File: config.mk
export PLATFORM = sky130hd
export DESIGN_NAME = trap_ctrl
export DESIGN_NICKNAME = d
export VERILOG_FILES = /design/src/rtl/trap_ctrl_pkg.sv /design/src/rtl/trap_ctrl_prio_enc.sv /design/src/rtl/trap_ctrl.sv
export SDC_FILE = /design/constraint.sdc
export NUM_CORES = 1
export LEC_CHECK = 0
export ABC_AREA = 1
export ABC_CLOCK_PERIOD_IN_PS = 2200
export CAP_MARGIN = 20
export CORE_ASPECT_RATIO = 0.6
export CORE_UTILIZATION = 35
export DETAILED_ROUTE_END_ITERATION = 7
export GPL_ROUTABILITY_DRIVEN = 0
export PLACE_DENSITY_LB_ADDON = 0.12
export SETUP_SLACK_MARGIN = 0.05
export SLEW_MARGIN = 10
export SYNTH_ARGS = -nofsm -noshare
export SYNTH_HDL_FRONTEND = slang
export SYNTH_SLANG_ARGS = --single-unit
File: constraint.sdc
create_clock -name clk_i -period 2.2 [get_ports clk_i]
set_input_delay 0.44 -clock clk_i [delete_from_list [all_inputs] [get_ports clk_i]]
set_output_delay 0.44 -clock clk_i [all_outputs]
set_load 0.005 [all_outputs]
File: src/rtl/trap_ctrl_pkg.sv
// Shared types for the trap controller: CSR address/cause types, the FSM
// state encoding and the latched trap record.
package trap_ctrl_pkg;

  typedef logic [4:0]  xcpt_code_t;
  typedef logic [11:0] csr_addr_t;

  localparam csr_addr_t   CSR_MTVAL_ADDR    = 12'h343;
  localparam logic [31:0] TRAP_TVEC_DEFAULT = 32'h0000_0100;

  typedef enum logic [2:0] {
    TRAP_IDLE,
    TRAP_TRAP,
    TRAP_MTVAL,
    TRAP_FLUSH,
    TRAP_REDIRECT
  } trap_state_t;

  typedef struct packed {
    xcpt_code_t  code;
    logic [31:0] pc;
    logic [31:0] value;
  } trap_info_t;

endpackage

File: src/rtl/trap_ctrl_prio_enc.sv
// Fixed-priority encoder: the highest set request index (oldest stage) wins.
module xcpt_prio_enc #(
  parameter int NUM_SRC = 3,
  parameter int IW      = (NUM_SRC > 1) ? $clog2(NUM_SRC) : 1
) (
  input  logic [NUM_SRC-1:0] req,
  output logic               valid,
  output logic [IW-1:0]      idx
);

  always_comb begin
    valid = |req;
    idx   = '0;
    // Ascending scan so the last (highest) set index overrides.
    for (int i = 0; i < NUM_SRC; i++) begin
      if (req[i]) idx = IW'(i);
    end
  end

endmodule

File: src/rtl/trap_ctrl.sv
// Trap controller: picks the oldest pipeline exception, reports it to csr,
// writes mtval, flushes the pipe and redirects fetch (also handles mret).
module trap_ctrl
  import trap_ctrl_pkg::*;
#(
  parameter int          NUM_SRC      = 3,
  parameter int          FLUSH_CYCLES = 2,
  parameter logic [31:0] TVEC_ADDR    = TRAP_TVEC_DEFAULT
) (
  input  logic                            clk_i,
  input  logic                            rstn_i,
  input  logic       [NUM_SRC-1:0]        src_xcpt_i,
  input  xcpt_code_t [NUM_SRC-1:0]        src_code_i,
  input  logic       [NUM_SRC-1:0][31:0]  src_pc_i,
  input  logic       [NUM_SRC-1:0][31:0]  src_value_i,
  input  logic                            mret_i,
  input  logic       [31:0]               mepc_i,
  output logic                            xcpt_o,
  output xcpt_code_t                      xcpt_code_o,
  output logic       [31:0]               xcpt_pc_o,
  output logic       [31:0]               xcpt_value_o,
  output logic                            csr_write_o,
  output csr_addr_t                       csr_addr_wr_o,
  output logic       [31:0]               csr_write_data_o,
  output logic                            flush_o,
  output logic                            redirect_valid_o,
  output logic       [31:0]               redirect_pc_o,
  output logic                            busy_o
);

  localparam int IW = (NUM_SRC > 1) ? $clog2(NUM_SRC) : 1;
  localparam int CW = $clog2(FLUSH_CYCLES + 1);
  localparam logic [CW-1:0] CNT_INIT = CW'(FLUSH_CYCLES - 1);

  trap_state_t   state;
  trap_info_t    info;
  logic [31:0]   target;
  logic [CW-1:0] cnt;

  logic          sel_vld;
  logic [IW-1:0] sel_idx;
  trap_info_t    sel_info;

  xcpt_prio_enc #(.NUM_SRC(NUM_SRC), .IW(IW)) u_prio (
    .req   (src_xcpt_i),
    .valid (sel_vld),
    .idx   (sel_idx)
  );

  assign sel_info = '{code:  src_code_i[sel_idx],
                      pc:    src_pc_i[sel_idx],
                      value: src_value_i[sel_idx]};

  // Outputs are registered alongside the state: each transition loads the
  // values that belong to the state being entered.
  always_ff @(posedge clk_i) begin
    if (!rstn_i) begin
      state            <= TRAP_IDLE;
      info             <= '0;
      target           <= '0;
      cnt              <= '0;
      xcpt_o           <= 1'b0;
      xcpt_code_o      <= '0;
      xcpt_pc_o        <= '0;
      xcpt_value_o     <= '0;
      csr_write_o      <= 1'b0;
      csr_addr_wr_o    <= '0;
      csr_write_data_o <= '0;
      flush_o          <= 1'b0;
      redirect_valid_o <= 1'b0;
      redirect_pc_o    <= '0;
      busy_o           <= 1'b0;
    end else begin
      xcpt_o           <= 1'b0;
      xcpt_code_o      <= '0;
      xcpt_pc_o        <= '0;
      xcpt_value_o     <= '0;
      csr_write_o      <= 1'b0;
      csr_addr_wr_o    <= '0;
      csr_write_data_o <= '0;
      redirect_valid_o <= 1'b0;
      redirect_pc_o    <= '0;
      flush_o          <= 1'b1;
      busy_o           <= 1'b1;
      unique case (state)
        TRAP_IDLE: begin
          if (sel_vld) begin
            state        <= TRAP_TRAP;
            info         <= sel_info;
            target       <= TVEC_ADDR;
            xcpt_o       <= 1'b1;
            xcpt_code_o  <= sel_info.code;
            xcpt_pc_o    <= sel_info.pc;
            xcpt_value_o <= sel_info.value;
          end else if (mret_i) begin
            state  <= TRAP_FLUSH;
            target <= mepc_i;
            cnt    <= CNT_INIT;
          end else begin
            flush_o <= 1'b0;
            busy_o  <= 1'b0;
          end
        end
        TRAP_TRAP: begin
          state            <= TRAP_MTVAL;
          csr_write_o      <= 1'b1;
          csr_addr_wr_o    <= CSR_MTVAL_ADDR;
          csr_write_data_o <= info.value;
        end
        TRAP_MTVAL: begin
          state <= TRAP_FLUSH;
          cnt   <= CNT_INIT;
        end
        TRAP_FLUSH: begin
          if (cnt == '0) begin
            state            <= TRAP_REDIRECT;
            redirect_valid_o <= 1'b1;
            redirect_pc_o    <= target;
          end else begin
            cnt <= cnt - 1'b1;
          end
        end
        TRAP_REDIRECT: begin
          state   <= TRAP_IDLE;
          flush_o <= 1'b0;
          busy_o  <= 1'b0;
        end
        default: begin
          state   <= TRAP_IDLE;
          flush_o <= 1'b0;
          busy_o  <= 1'b0;
        end
      endcase
    end
  end

endmodule

# ---- Yosys cells after proc, flatten, opt, wreduce, memory -nomap -nowiden
# Cells that the tools add are included.
dict set report totals {
  register_bits 218
  word_cells 64
  out_inout_bits 150
}
dict set report op_classes {
  n_lt_le_gt_ge 1
  n_eq_ne 8
  n_reduce_logical 15
  muxes 25
  n_addsub 1
}
# cell count
set ops {}
lappend ops {{$bmux 32 s2} 2}
lappend ops {{$mux 32} 4}
lappend ops {{$pmux 3 s4} 1}
lappend ops {{$reduce_and 2->1} 6}
lappend ops {{$bmux 5 s2} 1}
lappend ops {{$mux 10} 1}
lappend ops {{$mux 3} 3}
lappend ops {{$mux 2} 4}
lappend ops {{$ne 2x2->1 const B} 4}
lappend ops {{$eq 3x2->1 const B} 2}
lappend ops {{$mux 1} 6}
lappend ops {{$pmux 2 s3} 1}
lappend ops {{$reduce_and 3->1} 2}
lappend ops {{$reduce_or 3->1} 2}
lappend ops {{$mux 5} 1}
lappend ops {{$reduce_and 4->1} 1}
lappend ops {{$eq 3x1->1 const B} 1}
lappend ops {{$logic_not 3->1} 1}
lappend ops {{$lt 2x3->1 const B} 1}
lappend ops {{$ne 3x3->1 const B} 1}
lappend ops {{$reduce_bool 3->1} 1}
lappend ops {{$logic_not 2->1} 1}
lappend ops {{$pmux 1 s2} 1}
lappend ops {{$reduce_bool 2->1} 1}
lappend ops {{$sub 2x1->2 const B} 1}

# ---- Longest topological paths before layout
# Gate-level depths: netlist (run 1).
dict set report depth {
  depth_word 4
  ltp_mapped 11
  mapped_depth_nobuf 9
}

# ---- By module
# A second synthesis (run 1) with hierarchy kept.
dict set report hier_totals {
  cells_unflattened 1006
  hier_area_um2 7626.1
}
# mod area_per_inst_um2 n_inst cells_per_inst seq_area_each_um2
set modules_own_cells {}
lappend modules_own_cells {trap_ctrl 7597.3 1 1000 4124.0}
lappend modules_own_cells {xcpt_prio_enc 28.8 1 6 0.0}

# ---- Worst setup path before layout (run 1)
# OpenSTA, ideal clock, no wires.
dict set report synth_path {
  path_type {input to register}
  start {in src_xcpt_i[1]}
  end {reg target[11]}
  t_arrival_ps 1282
  n_path_buf 2
  path_stages 10
  path_slack_ps 805
  t_required_ps 2087
  cell_sequence {buf_4 -> inv_4 -> nand2_4 -> inv_2 -> nand2_2 -> nand2_4 -> inv_4 -> buf_2 -> nor2_1 -> nor2_1}
}
dict set report synth_via {
  elab_chain_cells 3
  elab_cells_between_ends 4
  classes_between {1 x mux; 3 x reduce/logical}
}
# item line_no
set synth_rtl {}
lappend synth_rtl {{from (decl)} trap_ctrl.sv:12} ;# input logic [NUM_SRC-1:0] src_xcpt_i,
lappend synth_rtl {{$reduce_or 3->1 (*)} trap_ctrl_prio_enc.sv:12} ;# valid = |req;
lappend synth_rtl {{$reduce_bool 2->1 (no source line)} n/a}
lappend synth_rtl {{$reduce_and 2->1 (no source line)} n/a}
lappend synth_rtl {{to (signal assigned)} trap_ctrl.sv:97} ;# target <= mepc_i;
lappend synth_rtl {{to (decl)} trap_ctrl.sv:37} ;# logic [31:0] target;
# Mark *: on every way between the ends. The rest lies on a longest branch, timed or not.
# A chain may end at the register's enable or synchronous reset.

# ---- Final worst setup path (run 1)
dict set report layout_path {
  start {reg csr_write_data_o[3]}
  end {out csr_write_data_o[3]}
}
# item line_no
set layout_lines {}
lappend layout_lines {{from (decl)} trap_ctrl.sv:24} ;# output logic [31:0] csr_write_data_o,
lappend layout_lines {{from (signal assigned)} trap_ctrl.sv:108} ;# csr_write_data_o <= info.value;
# No word-level cell between the ends.

==> flow_metrics.tcl, run 1 <==
set metrics [dict create \
    io_pins 395 \
    synthCells 965 \
    worst_pin_slew_ns 0.597 \
    fmax_ghz 0.532 \
    dpl.hpwl_mm 18.6 \
    synth.yosys.seq_area_share_pct 53.5 \
    fin_crit_sh_pct 85.4 \
    ff2ff_path_depth 8 \
    critPathArrivalTime_ns 1.44 \
    grt_pass1_vias 6706 \
    setup_viol 0 \
    area_growth_pct 62.6 \
    vias 7331 \
    antenna_cells 0 \
    max_slew_margin_pct 60.2 \
    core-area_mm2 0.0213 \
    io_buffers 387 \
    period_needed_ns 1.88 \
    status "completed" \
    hp-start "target[15]" \
    clk_pin_slew_worst_paths_ns 0.07 \
    slowest_delay_ns 0.64 \
    crit_family "buffers and inverters" \
    slowest_stage "clkdlybuf4s50_1" \
    post-place-ws_ns 0.0379 \
    avgSynthCellArea_um2 7.99 \
    fin_ws_ns 0.321 \
    min_path_type "reg2reg" \
    drtPass1Iterations 4 \
    path_cells "clkdlybuf4s50_1" \
    required_ns 1.76 \
    drive_gt1_share_pct 7.98 \
    fin_setup_tns_ns 0 \
    hold_viol 0 \
    die_h_um 117 \
    rsz0062_at_grt "no" \
    cts_buffer_depth 3 \
    grt-ovfl-total 0 \
    initial_core_util_pct 36.2 \
    finClkSkew_ns 0.00939 \
    hold_depth 2 \
    power.density_mw_per_mm2 848 \
    cts_buffers 21 \
    drc 0 \
    r2r-end "target[4]" \
    chipWidth_um 194 \
    clk-insertion-delay-late_ns 0.49 \
    p_leak_nw 5.00 \
    min_to "redirect_pc_o[15]" \
    cts_tree "built" \
    r2r_start "state[0]" \
    cts_setup_buffers 0 \
    grt_max_degree 70 \
    drt_iter0_markers 323 \
    setup.worst_path.class "reg2out" \
    synth_area_mm2 0.00771 \
    synth-seq-cells 206 \
    multi_input_area_mm2 0.00289 \
    grt_usage_pct 21.2 \
    rows 41 \
    dieArea_mm2 0.0226 \
    post_drt_wl_per_cell_um 15.8 \
    yosysWarnings 0 \
    cp-start-kind "flop" \
    crit_buf_inv 1 \
    slew_viol_final 0 \
    ctsHoldBuffers 0 \
    nets 1574 \
    viasPerCell 4.53 \
    rrSetupSlack_ns 0.55 \
    synth_cell_types 25 \
    root_buffer "clkbuf_16" \
    end_kind "output port" \
    antenna_left 0 \
    postCtsResizedCells 0 \
    grt_pass1_wl_mm 37.5 \
    antenna_found_initial 0 \
    num-fill-cells 1974 \
    ff_latch_area_mm2 0.00412 \
    max_cap_violations 0 \
    irDropWorstVdd_v 0.000520 \
    crit_fanout 1 \
    htreeDepth 1 \
    routed_wl_mm 25.5 \
    cts.sinks 206 \
]
==> layout make-up <==
class	instances	share of cell area, %
timing repair buffer	410	33.0
sequential	206	32.9
multi-input combinational	609	23.1
clock buffer	27	4.61
tap	279	2.78
inverter	80	2.43
clock inverter	9	1.21
==> synthesized netlist by cell type <==
cell      count  area (um2)
nand3_1      34         170
a211oi_2     37         463
nor2_2        1        6.26
nor3_1        2        10.0
dfxtp_1     206        4120
nand2_4       2        22.5
buf_6         8        90.1
o21ai_1       2        10.0
nand2_1     206         773
buf_1         2        7.51
buf_4        17         128
o22ai_1      32         200
nor2_1      208         781
nand3_2       1        10.0
nand4_1       1        6.26
conb_1        1        3.75
a21oi_1      39         195
nand2_2       2        12.5
ha_1          1        12.5
inv_1        75         282
buf_2        21         105
clkbuf_1     28         105
inv_4         2        12.5
inv_2         3        11.3
o21ai_0      34         170
==> power by group <==
group          leakage, nW  internal (mW)  switching (mW)  total, mW
logic                 2.96           1.25            1.21       2.45
clock network        0.362           2.33            1.47       3.80
registers             1.68           4.21           0.169       4.38
==> tightest hold or removal path, delay by kind of cell (launching register included) <==
family | cells | cell delay [ns]
buf+inv | 1 | 0.05
flops | 1 | 0.31
simple gates | 1 | 0.03
==> logic make-up (layout without fill, tap and decap cells) <==
kind of cell	count (synthesis)	count (layout)	share of synthesized area, %
and+or+nand+nor	457	457	23.2
other	1	7	0.0486
buffers and inverters	156	526	9.61
adders and majority gates	1	1	0.162
DFF	206	206	53.5
AOI/OAI and AO/OA	144	144	13.5
==> how the worst max path moves through the flow <==
| stage | end | slack (ns) | cells past startpoint | from |
|---|---|---|---|---|
| 6_report | csr_write_data_o[3] | 0.32 | 1 | csr_write_data_o[3] |
| 5_1_grt | csr_addr_wr_o[9] | 0.25 | 1 | csr_addr_wr_o[8] |
| 4_1_cts | csr_addr_wr_o[1] | 0.29 | 1 | csr_addr_wr_o[8] |
| 3_5_place_dp | info[11] | 0.04 | 7 | src_xcpt_i[2] |
| 3_3_place_gp | info[11] | 0.05 | 7 | src_xcpt_i[2] |
| 2_1_floorplan | target[11] | 0.81 | 10 | src_xcpt_i[1] |
==> per-layer routing <==
layer | part of all wire [%] | vias to the layer above | GRT usage (%)
met1 | 46 | 3363 | 28.0
met4 | 1.6 | 0 | 4.27
met5 | 0 | - | 0
met2 | 46 | 203 | 35.1
met3 | 6.5 | 31 | 5.59
li1 | - | 3734 | -
==> stage by stage <==
stage          hold slack (ns)  util [%]  area [um2]  std cells  power [mW]
2_1_floorplan            0.409         -        7730        971        5.74
3_3_place_gp             0.414      55.5       11800       1584        6.89
3_5_place_dp             0.415      55.5       11800       1584        6.93
4_1_cts                  0.425      58.9       12500       1620        10.8
5_1_grt                  0.446      58.9       12500       1620        11.2
6_report                 0.422      58.9       12500       1620        10.6
==> flip-flops by register name, summed over array words and instances, names as in the netlist <==
register / flops
csr_write_data_o: 32
info: 32
redirect_pc_o: 32
target: 32
xcpt_pc_o: 32
xcpt_value_o: 32
xcpt_code_o: 5
state: 3
cnt: 2
busy_o: 1
csr_addr_wr_o: 1
redirect_valid_o: 1
xcpt_o: 1
==> cells in the final DEF, fill, tap and decap left out, types with 2 or more instances in the layout <==
cell type and count:
a211oi_2 37, a21oi_1 39, buf_12 8, buf_4 15
bufinv_16 4, clkbuf_1 3, clkbuf_16 21, clkbuf_8 3
clkdlybuf4s50_1 386, clkinv_2 4, conb_1 7, dfxtp_1 206
inv_1 75, inv_2 3, inv_4 2, nand2_1 206
nand2_2 2, nand2_4 2, nand3_1 33, nor2_1 208
nor3_1 2, o21ai_0 34, o22ai_1 32
Note: power is estimated with default switching activity, not from simulation.
==> inputs of run 2 (changes only) <==
- ABC_CLOCK_PERIOD_IN_PS: 2200 -> 2300
- CTS_BUF_LIST: unset -> sky130_fd_sc_hd__clkbuf_16
- clock period: 2.2 -> 2.3 ns (I/O delays scaled with it)
==> flow_metrics.tcl, run 2 (synthesis gave the netlist of run 1 again) <==
set metrics [dict create \
    fin_ws_ns 0.415 \
    cp.depth 1 \
    core-area_mm2 0.0213 \
    cts_buffer_depth 3 \
    hp-start "target[22]" \
    viasPerCell 4.53 \
    root_buffer "clkbuf_16" \
    htreeDepth 1 \
    fin_area_mm2 0.0125 \
    final_cell_mix "386 x clkdlybuf4s50_1, 208 x nor2_1, 206 x nand2_1, 206 x dfxtp_1, 80 x inv_1" \
    drt_iter0_markers 327 \
    io_buffers 387 \
    fin_setup_tns_ns 0 \
    max_slew_margin_pct 60.6 \
    setup_viol 0 \
    status "completed" \
    chipWidth_um 194 \
    totalPowerFinal_mw 10.0 \
    drive_gt1_share_pct 7.25 \
    r2r_start "state[0]" \
    grt_usage_pct 21.2 \
    drtPass1Iterations 4 \
    period_needed_ns 1.88 \
    r2r-end "target[31]" \
    rows 41 \
    end_kind "output port" \
    irDropWorstVdd_v 0.000497 \
    nets 1570 \
    dieArea_mm2 0.0226 \
    p_leak_nw 4.98 \
    vias 7323 \
    crit_start "csr_write_data_o[3]" \
    slew_viol_final 0 \
    worst_pin_slew_ns 0.591 \
    post_drt_wl_per_cell_um 15.8 \
    hold_viol 0 \
    slowest_delay_ns 0.63 \
    required_ns 1.84 \
    dpl.hpwl_mm 18.6 \
    initial_core_util_pct 36.2 \
    stdcell_count 1617 \
    crit_family "buffers and inverters" \
    grt_max_degree 70 \
    endpoint "csr_write_data_o[3]" \
    fmax_ghz 0.531 \
    drc 0 \
    antenna_left 0 \
    grt-ovfl-total 0 \
    cts_buffers 21 \
    routed_wl_mm 25.5 \
    path_cells "clkdlybuf4s50_1" \
    crit_fanout 1 \
    cts_setup_buffers 0 \
    cts_tree "built" \
    rsz0062_at_grt "no" \
    placed_area_mm2 0.0118 \
    clk_pin_slew_worst_paths_ns 0.07 \
    die_h_um 117 \
    final_common_cell "clkdlybuf4s50_1" \
    setup.worst_path.class "reg2out" \
    io_pins 395 \
    finClkSkew_ns 0.00895 \
    power.density_mw_per_mm2 803 \
    dp_cells 1580 \
    postCtsResizedCells 0 \
    crit_buf_inv 1 \
    fin_crit_sh_pct 82.0 \
    grt_pass1_wl_mm 37.5 \
    slowest_stage "clkdlybuf4s50_1" \
    max_cap_violations 0 \
    area_growth_pct 61.8 \
    ctsHoldBuffers 0 \
    clk-insertion-delay-late_ns 0.48 \
    cp-start-kind "flop" \
    cts.sinks 206 \
    ff2ff_path_depth 8 \
    min_path_type "reg2reg" \
    rrSetupSlack_ns 0.68 \
    post-place-ws_ns 0.143 \
    critPathArrivalTime_ns 1.42 \
    antenna_cells 0 \
    antenna_found_initial 0 \
    grt_pass1_vias 6548 \
]
run 2: cell count changes in the layout (fill, tap and decap cells not counted), sizes merged:
cell,delta
inv,+4
clkbuf,-6
buf,-4
clkinv,+3
run 2: area by class of cell:
cell class,instances,area [um2]
fill,1906,8810
sequential,206,4120
timing repair buffer,406,4110
multi-input combinational,609,2890
clock buffer,21,526
tap,279,349
inverter,80,305
clock inverter,16,168
run 2: power breakdown:
| group | switching (mW) | internal [mW] | leakage [nW] |
|---|---|---|---|
| registers | 0.163 | 4.03 | 1.68 |
| logic | 1.15 | 1.18 | 2.94 |
| clock network | 1.39 | 2.10 | 0.358 |
| total | 2.71 | 7.32 | 4.98 |
run 2: how the worst min path moves through the flow:
stage | end | cells after the start
4_1_cts | redirect_pc_o[22] | 2
3_5_place_dp | redirect_pc_o[21] | 2
2_1_floorplan | redirect_pc_o[0] | 2
3_3_place_gp | redirect_pc_o[31] | 2
5_1_grt | redirect_pc_o[27] | 2
6_report | redirect_pc_o[22] | 2
run 2: per-stage QoR:
| stage | hold slack [ns] | util (%) |
|---|---|---|
| floorplan | 0.409 | - |
| detailed placement | 0.417 | 55.3 |
| global route | 0.443 | 58.6 |
| finish | 0.418 | 58.6 |
| global placement | 0.414 | 55.3 |
| CTS | 0.425 | 58.6 |
run 2: per-layer routing:
| layer | GRT usage (%) | wire length (um) | share of wire [%] | vias up |
|---|---|---|---|---|
| met5 | 0 | 0 | 0 | - |
| met4 | 3.68 | 348 | 1.4 | 0 |
| met3 | 5.19 | 1580 | 6.2 | 27 |
| met2 | 34.5 | 11900 | 47 | 212 |
| met1 | 29.1 | 11700 | 46 | 3350 |
| li1 | - | - | - | 3734 |
